File: src/rtl/mdu_pkg.sv
// mdu_pkg: shared types and helpers for the RV32M multiply/divide sequencer.
//   mdu_op_t    - funct3 encodings of the eight M-extension ops
//   mdu_state_t - sequencer states
//   XLEN_DEFAULT, M_FUNCT7 - width default and the funct7 that selects the MDU
//   is_signed_a/is_signed_b - operand signedness per op
package mdu_pkg;

  localparam int XLEN_DEFAULT = 32;
  localparam logic [6:0] M_FUNCT7 = 7'b0000001;

  typedef enum logic [2:0] {
    OP_MUL    = 3'b000,
    OP_MULH   = 3'b001,
    OP_MULHSU = 3'b010,
    OP_MULHU  = 3'b011,
    OP_DIV    = 3'b100,
    OP_DIVU   = 3'b101,
    OP_REM    = 3'b110,
    OP_REMU   = 3'b111
  } mdu_op_t;

  typedef enum logic [2:0] {
    S_IDLE = 3'd0,
    S_PREP = 3'd1,
    S_CALC = 3'd2,
    S_FIX  = 3'd3,
    S_DONE = 3'd4
  } mdu_state_t;

  function automatic logic is_signed_a(mdu_op_t op);
    return op inside {OP_MULH, OP_MULHSU, OP_DIV, OP_REM};
  endfunction

  function automatic logic is_signed_b(mdu_op_t op);
    return op inside {OP_MULH, OP_DIV, OP_REM};
  endfunction

endpackage

File: src/rtl/mdu_seq_if.sv
// mdu_seq_if: request/response bundle between the control path and the MDU.
//   master: start, funct3, op_a, op_b out; busy, done, stall, result in
//   slave : the sequencer side (mirror of master)
interface mdu_seq_if #(
  parameter int XLEN = mdu_pkg::XLEN_DEFAULT
);
  logic            start;
  logic [2:0]      funct3;
  logic [XLEN-1:0] op_a;
  logic [XLEN-1:0] op_b;
  logic            busy;
  logic            done;
  logic            stall;
  logic [XLEN-1:0] result;

  modport master (output start, funct3, op_a, op_b,
                  input  busy, done, stall, result);
  modport slave  (input  start, funct3, op_a, op_b,
                  output busy, done, stall, result);
endinterface

File: src/rtl/mdu_step.sv
// mdu_step: one combinational iteration of the MDU loop.
//   is_div=0: shift-add; acc += mcand if mplier[0], mcand <<= 1, mplier >>= 1.
//             The product is complete whenever the remaining multiplier is 0.
//   is_div=1: restoring step on acc = {remainder, quotient/dividend};
//             mplier holds the divisor, mcand passes through.
//   Ports: is_div, acc_i/acc_o (2*XLEN), mcand_i/mcand_o (2*XLEN),
//          mplier_i/mplier_o (XLEN).
module mdu_step #(
  parameter int XLEN = 32
) (
  input  logic              is_div,
  input  logic [2*XLEN-1:0] acc_i,
  input  logic [2*XLEN-1:0] mcand_i,
  input  logic [XLEN-1:0]   mplier_i,
  output logic [2*XLEN-1:0] acc_o,
  output logic [2*XLEN-1:0] mcand_o,
  output logic [XLEN-1:0]   mplier_o
);

  logic [XLEN:0] hi;
  logic [XLEN:0] diff;

  always_comb begin
    acc_o    = acc_i;
    mcand_o  = mcand_i;
    mplier_o = mplier_i;
    // Partial remainder shifted left with the next dividend bit brought in.
    hi   = acc_i[2*XLEN-1:XLEN-1];
    diff = hi - {1'b0, mplier_i};
    if (is_div) begin
      // Borrow out of the trial subtract means restore (quotient bit 0).
      if (!diff[XLEN]) acc_o = {diff[XLEN-1:0], acc_i[XLEN-2:0], 1'b1};
      else             acc_o = {hi[XLEN-1:0],   acc_i[XLEN-2:0], 1'b0};
    end else begin
      if (mplier_i[0]) acc_o = acc_i + mcand_i;
      mcand_o  = {mcand_i[2*XLEN-2:0], 1'b0};
      mplier_o = {1'b0, mplier_i[XLEN-1:1]};
    end
  end

endmodule

File: src/rtl/mdu_seq.sv
// mdu_seq: iterative RV32M multiply/divide sequencer.
//   IDLE -> PREP (magnitudes, signs, special cases) -> CALC (XLEN steps)
//   -> FIX (sign correction, word select) -> DONE (one-cycle done pulse).
//   Divide-by-zero and signed overflow go PREP -> DONE directly.
//   Ports: clk, rst_n (synchronous, active-low), bus (mdu_seq_if.slave):
//     start/funct3/op_a/op_b in; busy/done/stall/result out.
//   stall = (start & IDLE) | busy, so the core holds until the done cycle.
//   Optional MDU_EARLY_OUT_EN: multiplies leave CALC as soon as the
//   remaining multiplier magnitude is zero; division is unaffected.
module mdu_seq
  import mdu_pkg::*;
#(
  parameter int XLEN  = XLEN_DEFAULT,
  parameter int CNT_W = $clog2(XLEN) + 1
) (
  input  logic     clk,
  input  logic     rst_n,
  mdu_seq_if.slave bus
);

  localparam logic [XLEN-1:0] MIN_NEG = {1'b1, {(XLEN-1){1'b0}}};

  mdu_state_t        state_q, state_d;
  mdu_op_t           op_q, op_d;
  logic [XLEN-1:0]   a_q, a_d, b_q, b_d;
  logic [2*XLEN-1:0] acc_q, acc_d, mcand_q, mcand_d;
  logic [XLEN-1:0]   mplier_q, mplier_d;
  logic [CNT_W-1:0]  cnt_q, cnt_d;
  logic              neg_a_q, neg_a_d, neg_b_q, neg_b_d;
  logic [XLEN-1:0]   result_q, result_d;

  logic              is_div, busy;
  logic [XLEN-1:0]   mag_a, mag_b, quo, rem, quo_s, rem_s;
  logic [2*XLEN-1:0] prod_s;
  logic [2*XLEN-1:0] step_acc, step_mcand;
  logic [XLEN-1:0]   step_mplier;

  assign is_div = op_q[2];

  assign mag_a = (is_signed_a(op_q) && a_q[XLEN-1]) ? (~a_q) + XLEN'(1) : a_q;
  assign mag_b = (is_signed_b(op_q) && b_q[XLEN-1]) ? (~b_q) + XLEN'(1) : b_q;

  // Divide layout is {remainder, quotient}; sign fixes use the recorded flags.
  assign quo    = acc_q[XLEN-1:0];
  assign rem    = acc_q[2*XLEN-1:XLEN];
  assign quo_s  = (neg_a_q ^ neg_b_q) ? (~quo) + XLEN'(1) : quo;
  assign rem_s  = neg_a_q ? (~rem) + XLEN'(1) : rem;
  assign prod_s = (neg_a_q ^ neg_b_q) ? (~acc_q) + (2*XLEN)'(1) : acc_q;

  mdu_step #(.XLEN(XLEN)) u_step (
    .is_div   (is_div),
    .acc_i    (acc_q),
    .mcand_i  (mcand_q),
    .mplier_i (mplier_q),
    .acc_o    (step_acc),
    .mcand_o  (step_mcand),
    .mplier_o (step_mplier)
  );

  always_comb begin
    state_d  = state_q;
    op_d     = op_q;
    a_d      = a_q;
    b_d      = b_q;
    acc_d    = acc_q;
    mcand_d  = mcand_q;
    mplier_d = mplier_q;
    cnt_d    = cnt_q;
    neg_a_d  = neg_a_q;
    neg_b_d  = neg_b_q;
    result_d = result_q;
    case (state_q)
      S_IDLE: begin
        if (bus.start) begin
          op_d    = mdu_op_t'(bus.funct3);
          a_d     = bus.op_a;
          b_d     = bus.op_b;
          state_d = S_PREP;
        end
      end
      S_PREP: begin
        neg_a_d  = is_signed_a(op_q) & a_q[XLEN-1];
        neg_b_d  = is_signed_b(op_q) & b_q[XLEN-1];
        cnt_d    = CNT_W'(XLEN);
        mplier_d = mag_b;
        if (is_div) begin
          acc_d   = {{XLEN{1'b0}}, mag_a};
          mcand_d = '0;
        end else begin
          acc_d   = '0;
          mcand_d = {{XLEN{1'b0}}, mag_a};
        end
        state_d = S_CALC;
        // op_q[1] distinguishes REM/REMU from DIV/DIVU.
        if (is_div && (b_q == '0)) begin
          result_d = op_q[1] ? a_q : '1;
          state_d  = S_DONE;
        end else if (is_div && is_signed_a(op_q) && (a_q == MIN_NEG) && (b_q == '1)) begin
          result_d = op_q[1] ? '0 : MIN_NEG;
          state_d  = S_DONE;
        end
`ifdef MDU_EARLY_OUT_EN
        else if (!is_div && (mag_b == '0)) begin
          state_d = S_FIX;
        end
`endif
      end
      S_CALC: begin
        acc_d    = step_acc;
        mcand_d  = step_mcand;
        mplier_d = step_mplier;
        cnt_d    = cnt_q - CNT_W'(1);
        if (cnt_q == CNT_W'(1)) state_d = S_FIX;
`ifdef MDU_EARLY_OUT_EN
        // Nothing left to add: the accumulated product is already final.
        if (!is_div && (step_mplier == '0)) state_d = S_FIX;
`endif
      end
      S_FIX: begin
        state_d = S_DONE;
        if (is_div)              result_d = op_q[1] ? rem_s : quo_s;
        else if (op_q == OP_MUL) result_d = prod_s[XLEN-1:0];
        else                     result_d = prod_s[2*XLEN-1:XLEN];
      end
      S_DONE:  state_d = S_IDLE;
      default: state_d = S_IDLE;
    endcase
  end

  always_ff @(posedge clk) begin
    if (!rst_n) begin
      state_q  <= S_IDLE;
      op_q     <= OP_MUL;
      a_q      <= '0;
      b_q      <= '0;
      acc_q    <= '0;
      mcand_q  <= '0;
      mplier_q <= '0;
      cnt_q    <= '0;
      neg_a_q  <= 1'b0;
      neg_b_q  <= 1'b0;
      result_q <= '0;
    end else begin
      state_q  <= state_d;
      op_q     <= op_d;
      a_q      <= a_d;
      b_q      <= b_d;
      acc_q    <= acc_d;
      mcand_q  <= mcand_d;
      mplier_q <= mplier_d;
      cnt_q    <= cnt_d;
      neg_a_q  <= neg_a_d;
      neg_b_q  <= neg_b_d;
      result_q <= result_d;
    end
  end

  assign busy       = state_q inside {S_PREP, S_CALC, S_FIX};
  assign bus.busy   = busy;
  assign bus.done   = (state_q == S_DONE);
  assign bus.result = result_q;
  assign bus.stall  = (bus.start & (state_q == S_IDLE)) | busy;

endmodule

File: src/flat_wrapper.sv
// flat-port wrapper written by rule: the top's interface ports become plain ports
module mdu_seq_flat import mdu_pkg::*;
#(
  parameter int XLEN  = XLEN_DEFAULT,
  parameter int CNT_W = $clog2(XLEN) + 1
)
  (clk, rst_n, bus_start, bus_funct3, bus_op_a, bus_op_b, bus_busy, bus_done, bus_stall, bus_result);
  mdu_seq_if #(.XLEN(XLEN)) bus_i ();
  input  logic clk;
  input  logic rst_n;
  input wire logic [$bits(bus_i.start)-1:0] bus_start;
  input wire logic [$bits(bus_i.funct3)-1:0] bus_funct3;
  input wire logic [$bits(bus_i.op_a)-1:0] bus_op_a;
  input wire logic [$bits(bus_i.op_b)-1:0] bus_op_b;
  output wire logic [$bits(bus_i.busy)-1:0] bus_busy;
  output wire logic [$bits(bus_i.done)-1:0] bus_done;
  output wire logic [$bits(bus_i.stall)-1:0] bus_stall;
  output wire logic [$bits(bus_i.result)-1:0] bus_result;
  assign bus_i.start = bus_start;
  assign bus_i.funct3 = bus_funct3;
  assign bus_i.op_a = bus_op_a;
  assign bus_i.op_b = bus_op_b;
  assign bus_busy = bus_i.busy;
  assign bus_done = bus_i.done;
  assign bus_stall = bus_i.stall;
  assign bus_result = bus_i.result;
  mdu_seq #(.XLEN(XLEN), .CNT_W(CNT_W)) u_core (.clk(clk), .rst_n(rst_n), .bus(bus_i));
endmodule
File: config.mk
export PLATFORM = sky130hd
export DESIGN_NAME = mdu_seq_flat
export DESIGN_NICKNAME = d
export VERILOG_FILES = /design/src/rtl/mdu_pkg.sv /design/src/rtl/mdu_seq_if.sv /design/src/rtl/mdu_step.sv /design/src/rtl/mdu_seq.sv /design/src/flat_wrapper.sv
export SDC_FILE = /design/constraint.sdc
export NUM_CORES = 1
export LEC_CHECK = 0
export ABC_AREA = 1
export CAP_MARGIN = 20
export CORE_MARGIN = 4
export CORE_UTILIZATION = 37
export DETAILED_ROUTE_END_ITERATION = 8
export GPL_ROUTABILITY_DRIVEN = 1
export HOLD_SLACK_MARGIN = 0.03
export PLACE_DENSITY_LB_ADDON = 0.2
export SYNTH_ARGS = -nofsm -noshare
export SYNTH_HDL_FRONTEND = slang
export SYNTH_HIERARCHICAL = 1
export SYNTH_SLANG_ARGS = --single-unit
File: constraint.sdc
create_clock -name clk -period 2.74 [get_ports clk]
set_input_delay 0.411 -clock clk [delete_from_list [all_inputs] [get_ports clk]]
set_output_delay 0.411 -clock clk [all_outputs]
set_load 0.01 [all_outputs]
---- Word level (Yosys, flattened, before mapping) ----
Cells that the tools add are included.
cells by class
  bitwise operators ....................... 10
  add/subtract/negate cells ............... 8
  mux-type cells .......................... 29
  reduce and logical (&&, ||, !) cells .... 19
  equal/unequal tests ..................... 16
operator list
  cell                   count
  $mux 32                14
  $mux 64                5
  $pmux 64 s2            2
  $add 32x1->32 const B  4
  $not 32->32            4
  $pmux 32 s2            2
  $add 64x1->64 const B  1
  $add 64x64->64         1
  $eq 32x32->1 const B   2
  $not 64->64            1
  $sub 33x32->33         1
  $logic_not 32->1       1
  $mux 3                 4
  $pmux 3 s4             1
  $pmux 6 s2             1
  $reduce_and 2->1       5
  $eq 3x2->1 const B     3
  $eq 3x3->1 const B     3
  $eq 3x1->1 const B     2
  $eq 6x1->1 const B     1
  $logic_and 1x1->1      6
  $logic_not 3->1        2
  $ne 3x1->1 const B     2
  $reduce_bool 3->1      2
  8 further kinds        12
storage, ports and cells
  output and inout port bits .............. 35
  bits in registers ....................... 270
  input port bits ......................... 70
  word-level logic and storage cells ...... 93

---- Depth between registers and ports, before layout ----
  word-level depth ........................ 8
  gate-level depth with buffers ........... 20
  mapped depth without buffers ............ 19

---- Hierarchy ----
Netlist, hierarchy kept.
modules (own cells, without submodules)
  module    sequential area each (um^2)  cells each  area an instance (um^2)  instances
  mdu_seq   5405.2                       2616        16179.3                  1
  mdu_step  0.0                          2472        11066.9                  1

---- Worst setup path before layout ----
OpenSTA, ideal clock, no wires.
  path type ............................... flip-flop to flip-flop
  from .................................... reg u_core.acc_q[31]
  to ...................................... reg u_core.acc_q[48]
  slack ................................... 0.430 ns
  clock period less this slack ............ 2.310 ns
  library setup time ...................... 0.070 ns
  required time ........................... 2.670 ns
  cell stages (with the launch flop) ...... 21
  arrival time ............................ 2.239 ns
  buffers on the path ..................... 1
  path through ............................ dfxtp_1 -> inv_1 -> ha_1 -> inv_1 -> fa_1 -> nand3_1 -> nand2_2 -> nand2_1 -> nand2_2 -> nand2_2 -> nand2_2 -> nand2_4 -> nand2_4 -> nand2_2 -> nand2_4 -> buf_6 -> nand2_1 -> nand3_1 -> nand2_1 -> nand2_1 -> a21oi_1
on the way
  cells in the longest elaborated chain, start to end .. 4
  elaborated cells on any way between the ends .. 6
  classes of those cells .................. add/sub (2); mux (4)
ends and longest elaborated chain
  element                                           RTL line                        text
  start, declared                                   mdu_seq.sv:26                   logic [2*XLEN-1:0] acc_q, acc_d, mcand_q, mcand_d;
  start signal, assigned                            mdu_seq.sv:136                  acc_q <= '0;
  start signal, assigned                            mdu_seq.sv:148                  acc_q <= acc_d;
  $add 64x64->64 or $sub 33x32->33 (tied branches)  mdu_step.sv:35, mdu_step.sv:29
  $mux 64, on equally long branches                 mdu_step.sv:35, mdu_step.sv:32
  $mux 64 (*)                                       mdu_step.sv:30                  if (is_div) begin
  via u_core.step_acc[48]                           mdu_seq.sv:35                   logic [2*XLEN-1:0] step_acc, step_mcand;
  $pmux 64 s2 (*)                                   mdu_seq.sv:72                   case (state_q)
The timed path passes the listed nets; every way through them passes the cells marked *. The select of a mux whose other input is x is not followed.
A chain may end at the register's enable or synchronous reset.

---- Worst setup path after layout ----
  from .................................... reg u_core.a_q[0]
  to ...................................... reg u_core.mcand_q[22]
on the way
  cells in the longest elaborated chain, start to end .. 5
ends and longest elaborated chain
  element                 RTL line        text
  start, declared         mdu_seq.sv:25   logic [XLEN-1:0] a_q, a_d, b_q, b_d;
  start signal, assigned  mdu_seq.sv:134  a_q <= '0;
  start signal, assigned  mdu_seq.sv:146  a_q <= a_d;
  $not 32->32             mdu_seq.sv:40   assign mag_a = (is_signed_a(op_q) && a_q[XLEN-1]) ? (~a_q) + XLEN'(1) : a_q;
  $add 32x1->32           mdu_seq.sv:40
  $mux 32                 mdu_seq.sv:40
  $mux 32                 mdu_seq.sv:86   if (is_div) begin
  $pmux 64 s2             mdu_seq.sv:72
  end signal, assigned    mdu_seq.sv:149  mcand_q <= mcand_d;
  end, declared           mdu_seq.sv:26
No other way between the ends.

==> metrics.md <==
| Metric | Value |
|---|---|
| Via Count | 33700 |
| Leading cell type in the layout, fill and taps excluded | nand2_1 |
| Relative max-transition margin | 37.8% |
| Setup TNS | 0 ns |
| Port bufs | about 100 |
| Dpl cells | roughly 6200 |
| Worst reg2reg endpoint | u_core/mcand_q[22] |
| WHS Endpoint | u_core/b_q[26] |
| Setup Viol. Count Final | 0 |
| Slowest stage delay, CP | about 0.47 ns |
| CP endpoint kind | flip-flop |
| Largest net degree at the start of global routing | between 150 and 200 |
| Fmax achieved | 374 MHz |
| Num rows | 99 |
| Peak VDD IR | 0.438 mV |
| Vias per std cell | 5.36 |
| Pre-antenna DRT Iters | 6 |
| Clock-pin slew on the worst setup and hold paths | 0.06 ns |
| Antenna Diode Count | 0 |
| Mean Syn Cell Area | 5.35 sq um |
| Initial antenna violation count | 2 |
| CP max-delay cell | xor2_1 |
| Synth Instances | a little over 5000 |
| Num ports | 105 |
| Final Cell Area | between 30000 and 40000 sq um |
| Post-DP Area | 30800 sq um |
| Syn Nets | 5262 |
| Total gr overflow | 0 |
| Worst EP arrival | 3.09 ns |
| Status | completed |
| Library cells used by synthesis | roughly 50 |
| Tcrit/Tclk final | between 90% and 100% |
| Nets | 5470 |
| Hold Startpoint | rst_n |
| Layout overhead on the synthesized area | 19.0% |
| Mapped cell area | 27200 sq um |
| Skew final | 0.0487 ns |
| Sequential area share after synthesis | about a fifth |
| CP Max Fanout | 4 |
| Num CTS Buffers | 36 |
| Critical path type | flip-flop to flip-flop |
| WHS Path Cells | 3 |
| CP startpoint | u_core/a_q[0] |
| Cts hold-fix bufs | 0 |
| Fillers | 8116 |
| Ys flop type | dfxtp_1 |
| Root Buffer | clkbuf_16 |
| Vias in the first global route | about 30000 |
| Detailed Route WL | 124000 um |
| Hold/Removal Path Class | input port to flip-flop |
| Die ar. | about 78000 sq um |
| Register bit total from synthesis | 270 |
| First-pass GRT wire length | about 180000 um |
| EDFF count, synth | 0 |
| Die width | 279 um |
| Worst Setup Start Kind | flip-flop |
| Drt drc | 0 |
| Clk Latency, worst-skew pair | roughly 0.61 ns |
| R2R cell count | 11 |
| Antenna-violating nets left | 0 |
| Routability cong. | between 1 and 1.5 |
| Core box area | ~73000 sq um |
| WL/cell | slightly below 20 um |
| Pwr Total | 17.7 mW |
| Max-Cap Viols | 0 |
| Most frequent cells in the layout | 1933 x nand2_1, 692 x inv_1, 445 x nor2_1 |
| Clk sinks | 270 |
| Asr flop ratio synth | 0% |
| H-tree depth | 2 |
| Die H | approximately 280 um |
| Worst Setup Slack, final | between 0.06 and 0.07 ns |
| Critical Path, Cell by Cell | inv_1 > ha_1 > nand3_1 > inv_1 > nand2_1 > inv_1 > nand4_1 > xor2_1 > nand2_1 > o211ai_1 > a31oi_1 |
| Register-to-register setup slack | between 0.06 and 0.07 ns |
| Initial core utilization | between 30% and 40% |
| Global Route Usage Sum | between 30% and 40% |
| Slew at the pin closest to its max-slew limit | between 0.9 and 1 ns |
| Final Hold Fails | 0 |
| Final Non-Filler Cells | roughly 6300 |
| Leak | approximately 16 nW |
| Power Density | approximately 550 nW/um^2 |
| Max-slew violations | 0 |
| Cell mode on critical path | inv_1 |
| Place WS | -0.293 ns |
| Post-route minimum period | 2.68 ns |
| Share of layout cells above drive strength 1 | approximately 8.7% |
| First DRT Iteration DRCs | between 4000 and 5000 |
| Yosys warns | 6 |
| Post-DP HPWL | between 90000 and 100000 um |
| Worst R2R Start | u_core/a_q[0] |
| Clk buf depth | 3 |
| Worst endpoint required time | 3.15 ns |
| CTS tree | done |
[worst max-delay path: cells and delay by family, from the launching register on]
| family | cells | cell delay, ns |
|---|---|---|
| flops | 1 | 0.33 |
| buf+inv | 3 | 0.39 |
| simple gates | 4 | 0.52 |
| xor+xnor | 1 | 0.47 |
| compound gates | 2 | 0.53 |
| fa+ha+maj | 1 | 0.23 |
[final cells by class]
type                    count  area [sq um]  share of cell area (%)
repair buffers            371          3230                    9.97
inverters                 704          2650                    8.17
clock buffers              49          1030                    3.18
flip-flops and latches    270          5420                    16.7
clock inverters            11           165                   0.509
well taps                 959          1200                    3.70
multi-input cells        3913         18700                    57.8
[routing by layer]
| metal | routed length [um] | track usage [%] |
|---|---|---|
| met1 | 55100 | 43.4 |
| met2 | 53400 | 46.8 |
| met3 | 11000 | 4.28 |
| met4 | 3900 | 8.67 |
| met5 | 13 | 0 |
[repair_timing]
action / 4_1_cts / 5_1_grt
endpoints found under the setup margin: 11 / 56
pin swaps: 1 / 9
cloned: 0 / 2
gates resized for setup: 9 / 88
setup buffers: 0 / 2
[per-stage QoR]
step	hold WS, ns	utilization, %
CTS	0.348	43.9
detailed placement	0.460	42.2
global route	0.415	44.4
floorplan	0.445	-
global placement	0.456	42.2
finish	0.360	44.4
[synthesized netlist by cell type (all sizes together) (12+ instances only)]
master	number	share of area (%)
a21oi	346	6.4
a22o	12	0.39
a31oi	79	1.8
buf	63	1.3
clkbuf	140	1.9
dfxtp	270	20
ha	102	4.7
inv	704	9.7
nand2	1968	27
nand3	342	6.3
nand3b	12	0.33
nand4	56	1.3
nor2	472	6.6
nor3	39	0.91
o211ai	36	0.99
o21ai	306	5.6
xnor2	17	0.55
xor2	81	2.6
[how the worst max path moves through the flow]
stage / end / slack [ns] / cells past startpoint
CTS: u_core/acc_q[49] / 0.004 / 18
finish: u_core/mcand_q[22] / 0.06 / 11
floorplan: u_core/acc_q[48] / 0.43 / 20
global route: u_core/acc_q[43] / -0.03 / 17
global placement: u_core/acc_q[43] / -0.31 / 17
detailed placement: u_core/acc_q[43] / -0.29 / 18
[report_power, final]
| part | leakage [nW] | internal [mW] | switching [mW] | total, mW |
|---|---|---|---|---|
| sequential | 2.20 | 4.17 | 0.280 | 4.45 |
| combinational | 13.4 | 2.58 | 5.72 | 8.31 |
| clock | 0.582 | 2.93 | 2.04 | 4.97 |
| total | 16.2 | 9.68 | 8.04 | 17.7 |
[cells by family after synthesis]
kind of cell / share of synthesized area [%]
compound gates: 15.9
fa+ha+maj: 4.83
flops: 19.8
xor+xnor: 3.15
simple gates: 43.3
buf+inv: 13.0
[state kept, by name, summed over array words and instances, names as in the netlist]
register           count
u_core/a_q            32
u_core/acc_q          64
u_core/b_q            32
u_core/bus.result     32
u_core/cnt_q           6
u_core/mcand_q        64
u_core/mplier_q       32
u_core/neg_a_q         1
u_core/neg_b_q         1
u_core/op_q            3
u_core/state_q         3
Power figures use the tool's default switching activity.
